===== config.mk =====
export PLATFORM = sky130hd
export DESIGN_NAME = rsc_symbol_encoder
export DESIGN_NICKNAME = d
export VERILOG_FILES = /design/src/rtl/rsc_symbol_encoder_pkg.sv /design/src/rtl/rsc_symbol_encoder_trellis_step.sv /design/src/rtl/rsc_symbol_encoder.sv
export SDC_FILE = /design/constraint.sdc
export NUM_CORES = 1
export LEC_CHECK = 0
export ABC_AREA = 0
export CAP_MARGIN = 20
export CORE_MARGIN = 3
export CORE_UTILIZATION = 55
export DETAILED_ROUTE_END_ITERATION = 8
export DONT_BUFFER_PORTS = 1
export PLACE_DENSITY = 0.82
export RECOVER_POWER = 50
export SLEW_MARGIN = 25
export SYNTH_ARGS = -nofsm -noshare
export SYNTH_HDL_FRONTEND = slang
export SYNTH_HIERARCHICAL = 1
export SYNTH_SLANG_ARGS = --single-unit

===== constraint.sdc =====
create_clock -name clk -period 1.8 [get_ports clk]
set_input_delay 0.36 -clock clk [delete_from_list [all_inputs] [get_ports clk]]
set_output_delay 0.36 -clock clk [all_outputs]
set_load 0.02 [all_outputs]

===== src/rtl/rsc_symbol_encoder_pkg.sv =====
// Shared turbo package: trellis FSM state type and the +1.0/-1.0 float
// encodings used for antipodal symbol mapping by the encoder and the
// branch-metric blocks.
package rsc_symbol_encoder_pkg;

    typedef enum logic [1:0] {
        ST_DATA  = 2'd0,
        ST_TAIL1 = 2'd1,
        ST_TAIL2 = 2'd2
    } enc_state_e;

    localparam logic [15:0] HALF_POS_ONE   = 16'h3C00;
    localparam logic [15:0] HALF_NEG_ONE   = 16'hBC00;
    localparam logic [31:0] SINGLE_POS_ONE = 32'h3F800000;
    localparam logic [31:0] SINGLE_NEG_ONE = 32'hBF800000;

    // Bit 0 maps to +1.0 and bit 1 to -1.0; half results are zero-extended.
    function automatic logic [31:0] bit_to_float(input logic b, input logic is_single);
        logic [31:0] f;
        if (is_single) begin
            f = b ? SINGLE_NEG_ONE : SINGLE_POS_ONE;
        end else begin
            f = {16'h0000, (b ? HALF_NEG_ONE : HALF_POS_ONE)};
        end
        return f;
    endfunction

endpackage


===== src/rtl/rsc_symbol_encoder_trellis_step.sv =====
// One step of the 4-state recursive systematic convolutional code.
// Feedback a = u^s1^s2, parity = a^s2, next state (a, s1).
module rsc_trellis_step (
    input  logic u_i,
    input  logic s1_i,
    input  logic s2_i,
    output logic sys_o,
    output logic par_o,
    output logic s1_next_o,
    output logic s2_next_o
);

    logic feedback;

    assign feedback  = u_i ^ s1_i ^ s2_i;
    assign sys_o     = u_i;
    assign par_o     = feedback ^ s2_i;
    assign s1_next_o = feedback;
    assign s2_next_o = s1_i;

endmodule


===== src/rtl/rsc_symbol_encoder.sv =====
// RSC symbol encoder: accepts information bits with valid/ready, emits one
// (systematic, parity) float symbol pair per trellis step, then two
// termination steps that drive the trellis back to state (0,0).
// BITS must not exceed 32; only BITS_PER_SYMBOL = 2 carries data.
module rsc_symbol_encoder
    import rsc_symbol_encoder_pkg::*;
#(
    parameter int    BITS            = 16,
    parameter string PRECISION       = "HALF",
    parameter int    BITS_PER_SYMBOL = 2
) (
    input  logic            clk,
    input  logic            rst_n,
    input  logic            in_valid,
    output logic            in_ready,
    input  logic            in_bit,
    input  logic            in_last,
    output logic            out_valid,
    input  logic            out_ready,
    output logic [BITS-1:0] symbol [BITS_PER_SYMBOL],
    output logic            out_tail,
    output logic            out_last
);

    localparam logic IS_SINGLE = (PRECISION == "SINGLE");

    enc_state_e state_q, state_d;
    logic       s1_q, s1_d;
    logic       s2_q, s2_d;
    logic       valid_q, valid_d;
    logic       sys_q, sys_d;
    logic       par_q, par_d;
    logic       tail_q, tail_d;
    logic       last_q, last_d;

    logic       can_advance;
    logic       step_en;
    logic       step_u;
    logic       step_sys;
    logic       step_par;
    logic       step_s1;
    logic       step_s2;
    logic [31:0] float_word;

    // The output register is free when empty or being drained this cycle.
    assign can_advance = !valid_q || out_ready;
    assign in_ready    = rst_n && (state_q == ST_DATA) && can_advance;

    // Termination steps choose u so the feedback bit is zero.
    assign step_u = (state_q == ST_DATA) ? in_bit : (s1_q ^ s2_q);

    rsc_trellis_step u_step (
        .u_i       (step_u),
        .s1_i      (s1_q),
        .s2_i      (s2_q),
        .sys_o     (step_sys),
        .par_o     (step_par),
        .s1_next_o (step_s1),
        .s2_next_o (step_s2)
    );

    // Next-state logic: decide whether a trellis step happens and update the FSM.
    always_comb begin
        state_d = state_q;
        s1_d    = s1_q;
        s2_d    = s2_q;
        valid_d = valid_q;
        sys_d   = sys_q;
        par_d   = par_q;
        tail_d  = tail_q;
        last_d  = last_q;
        step_en = 1'b0;

        case (state_q)
            ST_DATA: begin
                if (in_valid && in_ready) begin
                    step_en = 1'b1;
                    if (in_last) begin
                        state_d = ST_TAIL1;
                    end
                end
            end
            ST_TAIL1: begin
                if (can_advance) begin
                    step_en = 1'b1;
                    state_d = ST_TAIL2;
                end
            end
            ST_TAIL2: begin
                if (can_advance) begin
                    step_en = 1'b1;
                    state_d = ST_DATA;
                end
            end
            default: begin
                state_d = ST_DATA;
            end
        endcase

        if (step_en) begin
            s1_d    = step_s1;
            s2_d    = step_s2;
            valid_d = 1'b1;
            sys_d   = step_sys;
            par_d   = step_par;
            tail_d  = (state_q != ST_DATA);
            last_d  = (state_q == ST_TAIL2);
        end else if (out_ready) begin
            valid_d = 1'b0;
        end
    end

    // State and output registers; reset clears the trellis and any pending symbol.
    always_ff @(posedge clk or negedge rst_n) begin
        if (!rst_n) begin
            state_q <= ST_DATA;
            s1_q    <= 1'b0;
            s2_q    <= 1'b0;
            valid_q <= 1'b0;
            sys_q   <= 1'b0;
            par_q   <= 1'b0;
            tail_q  <= 1'b0;
            last_q  <= 1'b0;
        end else begin
            state_q <= state_d;
            s1_q    <= s1_d;
            s2_q    <= s2_d;
            valid_q <= valid_d;
            sys_q   <= sys_d;
            par_q   <= par_d;
            tail_q  <= tail_d;
            last_q  <= last_d;
        end
    end

    // Map the registered bits onto float words; unused slots carry +1.0.
    always_comb begin
        float_word = '0;
        for (int i = 0; i < BITS_PER_SYMBOL; i++) begin
            float_word = bit_to_float((i == 0) ? sys_q : ((i == 1) ? par_q : 1'b0), IS_SINGLE);
            symbol[i]  = float_word[BITS-1:0];
        end
    end

    assign out_valid = valid_q;
    assign out_tail  = tail_q;
    assign out_last  = last_q;

endmodule

==> results of run 1 <==
[repair_timing]
item | CTS | global route
hold buffers | 1 | 0
hold endpoints to repair | 9 | 0
resized for setup | 0 | 2
endpoints found under the setup margin | 0 | 1
setup buffers | 0 | 0
[worst min path at each step]
| stage | endpoint | slack (ns) | cells past startpoint |
|---|---|---|---|
| 6_report | state_q[1] | 0.37 | 4 |
| 5_1_grt | out_valid | 0.41 | 2 |
| 4_1_cts | out_valid | 0.37 | 2 |
| 3_5_place_dp | s2_q | 0.06 | 0 |
| 3_3_place_gp | par_q | 0.06 | 0 |
| 2_1_floorplan | out_last | 0.06 | 0 |
[logic make-up after synthesis]
family                     count (synthesis)  synth area share, %
buffers and inverters                     37                 33.6
and+or+nand+nor                           12                 9.64
DFF                                        9                 28.4
AOI/OAI and AO/OA                          8                 5.69
muxes                                      6                 8.53
adders and majority gates                  5                 7.90
xor gates and xnor gates                   3                 5.21
other                                      2                0.948
[metrics by stage]
step                std cells  cell area, µm²
floorplan                 110             897
global route               98             718
CTS                        98             712
detailed placement         93             676
global placement           93             676
finish                     98             718
[power groups by stage]
stage | Sequential (mW) | Clock [mW] | Combinational (mW)
2_1_floorplan | 0.420 | 0 | 0.771
3_3_place_gp | 0.465 | 0 | 0.722
3_5_place_dp | 0.473 | 0 | 0.745
4_1_cts | 0.470 | 0.170 | 0.752
5_1_grt | 0.484 | 0.171 | 0.843
6_report | 0.467 | 0.166 | 0.759
[layout make-up]
type | count | area share (%)
clock buffer | 4 | 3.66
timing repair buffer | 3 | 3.48
inverter | 3 | 1.57
sequential | 9 | 31.4
multi-input combinational | 64 | 57.3
tap | 15 | 2.61
[metal layers]
metal  up-vias  routed length, µm
li1        204                  -
met2        24                528
met5         -                  0
met4         0                 33
met1       190                408
met3         4                121
[critical path, stage by stage (launching register included)]
cell     delay, ns
dfrtp_1       0.42
inv_1         0.12
ha_2          0.21
buf_4         0.14
and3_4        0.21
[flip-flops by register name, indices dropped and copies added (netlist names)]
name and count:
out_last 1, par_q 1, out_tail 1, s2_q 1, s1_q 1, state_q 2
sys_q 1, out_valid 1
[cells in the final DEF, fill, tap and decap left out, drive strengths merged]
| master | instances |
|---|---|
| a21o | 1 |
| a21oi | 3 |
| a31oi | 1 |
| and3 | 1 |
| buf | 2 |
| clkbuf | 4 |
| conb | 30 |
| dfrtp | 9 |
| dlygate4sd3 | 1 |
| ha | 5 |
| inv | 3 |
| mux2 | 6 |
| nand2 | 1 |
| nand2b | 2 |
| nand3 | 1 |
| nor2 | 4 |
| nor2b | 1 |
| nor3 | 1 |
| o21ai | 3 |
| or4b | 1 |
| xnor2 | 1 |
| xor2 | 1 |
| xor3 | 1 |
==> flow_summary_export.csv, run 1 <==
group,metric,value,unit
setup_path,critical_path_required,1.44,ns
layout,diodes,0,
timing,period_needed,1.73,ns
detailed_routing,wl_per_cell,11.1,µm
layout,syn_to_final_growth,-9.32,%
floorplanning,pin_count,42,
detailed_routing,vias,422,
layout,multiInputGateArea,412,µm²
placed_design,place_ws,0.148,ns
global_routing,grt_pass1_wl,1640,µm
global_routing,gr-usage-all-layers,12.6,%
synthesis,syn_area,792,µm²
synthesis,synth-seq-cells,9,
setup_path,ff2ff_setup_slack,0.13,ns
floorplanning,rows,13,
global_routing,antenna_found_initial,0,
setup_path,reg2reg_to,"s2_q",
synthesis,async_flop_share,100,%
detailed_routing,avgViaCountPerCell,4.31,
power_and_ir_drop,p_int,0.803,mW
setup_path,arrival,1.37,ns
global_routing,top_usage_layer,"met2",
setup_path,crit_type,"flip-flop to output port",
cts,htree_levels,1,
cts,cts_root_buffer,"clkbuf_4",
detailed_routing,dr.pass1.iters,2,
layout,fillerInstances,127,
timing,slew_viol_final,0,
floorplanning,die_area,1930,µm²
synthesis,synthCells,82,
timing,setup_ws,0.0688,ns
setup_path,cp-startpoint,"state_q[1]",
synthesis,synth_cell_types,21,
power_and_ir_drop,ir_drop,0.606,mV
setup_path,r2r_cells,5,
synthesis,synth_common_cells,"buf_4 (34), dfrtp_1 (9), mux2_2 (6)",
global_routing,grt_max_degree,10,
global_routing,first_global_vias,362,
setup_path,crit_path_start_kind,"flip-flop",
placed_design,port_buffers,0,
power_and_ir_drop,p_leak,0.373,nW
synthesis,ys_warn_count,6,
power_and_ir_drop,power,1.39,mW
timing,fin_setup_tns,0,ns
cts,cts_buffers,3,
cts,cts_buffer_depth,2,
global_routing,grt_use_met1,13.5,%
layout,drive_above_1_share,18.1,%
cts,cts_sinks,9,
setup_path,worstSetupEndpoint,"in_ready",
synthesis,yosysSeqAreaShare,28.4,%
placed_design,finalWeightedCongestion,0.659,
synthesis,synth_top_area_cell,"buf_4",
synthesis,yosysMostFrequentCell,"buf_4",
power_and_ir_drop,seqPwrFrac,33.6,%
timing,rsz0062_at_grt,"false",
synthesis,synth_edf_count,0,
timing,hold_viol_final,0,
global_routing,grt_util_met3,7.05,%
global_routing,use_met2,17.4,%
hold_path,hold_class,"primary input to flip-flop",
synthesis,synth_ff_type,"dfrtp_1",
cts,clk_latency,0.27,ns
global_routing,grt_overflow_total,0,
setup_path,critical_path.max_fanout,5,
layout,fin_nets,95,
floorplanning,start_util,59.4,%
layout,seq_area,225,µm²
cts,cts_tree,"done",
outcome,status,"finished, final reports clean",
timing,clock_skew,0.00389,ns
hold_path,min_from,"rst_n",
cts,clk_pin_slew,0.07,ns
detailed_routing,wirelength,1090,µm
timing,min_period_over_period,96.2,%
synthesis,synth.area.top_cells,"buf_4 (32%), dfrtp_1 (28%), mux2_2 (8.5%)",
power_and_ir_drop,pwr-share-clk,12.0,%
synthesis,avgSynthCellArea,9.66,µm²
setup_path,crit_path_end_kind,"output port",
timing,fin_hold_ws,0.369,ns
detailed_routing,drtIter0Drc,5,
floorplanning,core-area,1330,µm²
synthesis,yosys.area.top_type_share,32.2,%
floorplanning,die_h,43.9,µm
power_and_ir_drop,swShare,42.4,%
placed_design,post-dp-hpwl,856,µm
power_and_ir_drop,netSwitchingPower,0.590,mW
detailed_routing,drc,0,
timing,finalSetupViolCount,0,
power_and_ir_drop,cellPowerDensity,1940,nW/µm²
job,cap_violations,0,
floorplanning,die_w,43.9,µm
power_and_ir_drop,pwr-share-comb,54.5,%
detailed_routing,detail-route-antenna-nets,0,
layout,final_core_util,53.8,%
timing,max_freq,0.578,GHz
setup_path,crit-reg2reg-launch,"state_q[1]",
No activity file was read; power rests on OpenSTA's default activity.
==> run 2: changes to the inputs <==
--- a/config.mk
+++ b/config.mk
@@ -8,10 +8,10 @@
 export ABC_AREA = 0
 export CAP_MARGIN = 20
 export CORE_MARGIN = 3
-export CORE_UTILIZATION = 55
+export CORE_UTILIZATION = 60
 export DETAILED_ROUTE_END_ITERATION = 8
 export DONT_BUFFER_PORTS = 1
-export PLACE_DENSITY = 0.82
+export PLACE_DENSITY = 0.88
 export RECOVER_POWER = 50
 export SLEW_MARGIN = 25
 export SYNTH_ARGS = -nofsm -noshare
==> flow_summary_export.csv, run 2 (synthesized netlist as in run 1, its figures left out) <==
group,metric,value,unit
placed_design,port_buffers,0,
layout,fillerInstances,103,
placed_design,place_ws,0.0264,ns
power_and_ir_drop,p_leak,0.369,nW
cts,post_cts_buffers,0,
floorplanning,die_area,1790,µm²
power_and_ir_drop,ir_drop,0.872,mV
detailed_routing,drtIter0Drc,8,
timing,slew_viol_final,0,
timing,min_period_over_period,94.7,%
cts,cts_buffer_depth,2,
cts,cts_sinks,9,
hold_path,hold_class,"primary input to flip-flop",
floorplanning,core-area,1170,µm²
cts,cts_buffers,3,
power_and_ir_drop,netSwitchingPower,0.582,mW
layout,regMostFlops,"state_q",
detailed_routing,dr.pass1.iters,5,
cts,clk_latency,0.26,ns
setup_path,arrival,1.84,ns
timing,max_freq,0.587,GHz
placed_design,finalWeightedCongestion,0.773,
power_and_ir_drop,power,1.37,mW
timing,period_needed,1.70,ns
cts,cts_tree,"done",
power_and_ir_drop,cellPowerDensity,1940,nW/µm²
power_and_ir_drop,p_int,0.786,mW
timing,setup_ws,0.0958,ns
timing,rsz0062_at_grt,"false",
layout,fin_nets,94,
setup_path,crit_buf_inv,1,
layout,drive_above_1_share,17.1,%
power_and_ir_drop,pwr-share-comb,54.8,%
cts,cts_root_buffer,"clkbuf_4",
timing,fin_hold_ws,0.381,ns
cts,clk_pin_slew,0.06,ns
global_routing,first_global_vias,349,
hold_path,holdPathStages,2,
setup_path,max_stage_delay,0.39,ns
power_and_ir_drop,seqPwrFrac,34.1,%
layout,diodes,0,
floorplanning,rows,12,
timing,hold_viol_final,0,
setup_path,r2r_cells,5,
timing,fin_setup_tns,0,ns
layout,mostFrequentLayoutCell,"conb_1",
floorplanning,die_w,42.3,µm
global_routing,grt_max_degree,10,
setup_path,critical_path_required,1.93,ns
global_routing,grt_pass1_wl,1520,µm
floorplanning,start_util,67.6,%
timing,finalSetupViolCount,0,
setup_path,cp_num_cells,5,
power_and_ir_drop,pwr-share-clk,11.1,%
setup_path,crit_path_end_kind,"flip-flop",
layout,syn_to_final_growth,-10.9,%
setup_path,crit_path_start_kind,"flip-flop",
job,cap_violations,0,
layout,largest_reg_flops,2,
global_routing,antenna_found_initial,0,
setup_path,crit_type,"flip-flop to flip-flop",
floorplanning,pin_count,42,
placed_design,post-dp-hpwl,922,µm
setup_path,cp_top_family,"flip-flops",
detailed_routing,wirelength,1100,µm
detailed_routing,avgViaCountPerCell,4.41,
detailed_routing,detail-route-antenna-nets,0,
detailed_routing,vias,423,
outcome,status,"finished, final reports clean",
floorplanning,die_h,42.3,µm
layout,layout_common_cells,"conb_1 (30), dfrtp_1 (9), mux2_2 (6), nor2_1 (4), ha_1 (4)",
setup_path,critical_path.max_fanout,8,
detailed_routing,drc,0,
cts,htree_levels,1,
detailed_routing,wl_per_cell,11.4,µm
setup_path,slowest_stage,"dfrtp_1",
timing,clock_skew,0.00981,ns
global_routing,gr-usage-all-layers,11.6,%
global_routing,grt_overflow_total,0,
setup_path,crit_path_cell_trace,"inv_1 > ha_2 > o21ai_0 > xor3_1 > mux2_2",
power_and_ir_drop,swShare,42.5,%
-- run 2: cell count changes in the layout (fill, tap and decap cells not counted), sizes merged --
cell,before,now
buf,2,1
-- run 2: what timing repair did --
item,in CTS,in global routing
setup endpoints to repair,0,6
hold buffers,1,0
endpoints found under the hold margin,9,0
gates resized for setup,0,1
-- run 2: layer usage --
metal | vias to the layer above | GRT usage [%] | part of all wire (%)
li1 | 204 | - | -
met1 | 187 | 11.4 | 35
met2 | 30 | 19.8 | 52
met3 | 2 | 8.58 | 12
met4 | 0 | 1.86 | 0.46
met5 | - | 0 | 0
-- run 2: worst register-to-register path, cell delays in order, from the launching register on --
cell and delay (ns):
dfrtp_1 0.39, inv_1 0.10, ha_2 0.24, o21ai_0 0.33
xor3_1 0.27, mux2_2 0.27
-- run 2: power groups by stage --
| stage | combinational (mW) | clock (mW) | sequential [mW] |
|---|---|---|---|
| 3_3_place_gp | 0.706 | 0 | 0.466 |
| 4_1_cts | 0.751 | 0.158 | 0.470 |
| 6_report | 0.750 | 0.152 | 0.466 |
| 3_5_place_dp | 0.742 | 0 | 0.474 |
| 5_1_grt | 0.827 | 0.169 | 0.484 |
| 2_1_floorplan | 0.771 | 0 | 0.420 |
-- run 2: area by class of cell --
| type | count | area, µm² | share of cell area [%] |
|---|---|---|---|
| Multi-Input combinational cell | 64 | 408 | 57.8 |
| Sequential cell | 9 | 225 | 31.9 |
| Clock buffer | 4 | 26.3 | 3.72 |
| Timing Repair Buffer | 2 | 17.5 | 2.48 |
| Tap cell | 14 | 17.5 | 2.48 |
| Inverter | 3 | 11.3 | 1.60 |
-- run 2: worst paths after layout --
kind	startpoint	to	slack, ns
worst max-delay path	state_q[0]	s1_q	0.1
worst min-delay path	out_ready	out_valid	0.38
worst max register to register	state_q[0]	s1_q	0.1
worst min register to register	s2_q	s2_q	0.56
max in group asynchronous	rst_n	state_q[1]	1.05
min in group asynchronous	rst_n	s2_q	0.46
-- run 2: through the flow --
step,area (µm²),utilization [%],cells
6_report,706,60.3,96
4_1_cts,703,60.0,96
3_5_place_dp,667,56.9,91
5_1_grt,706,60.3,96
2_1_floorplan,897,-,110
3_3_place_gp,667,56.9,91
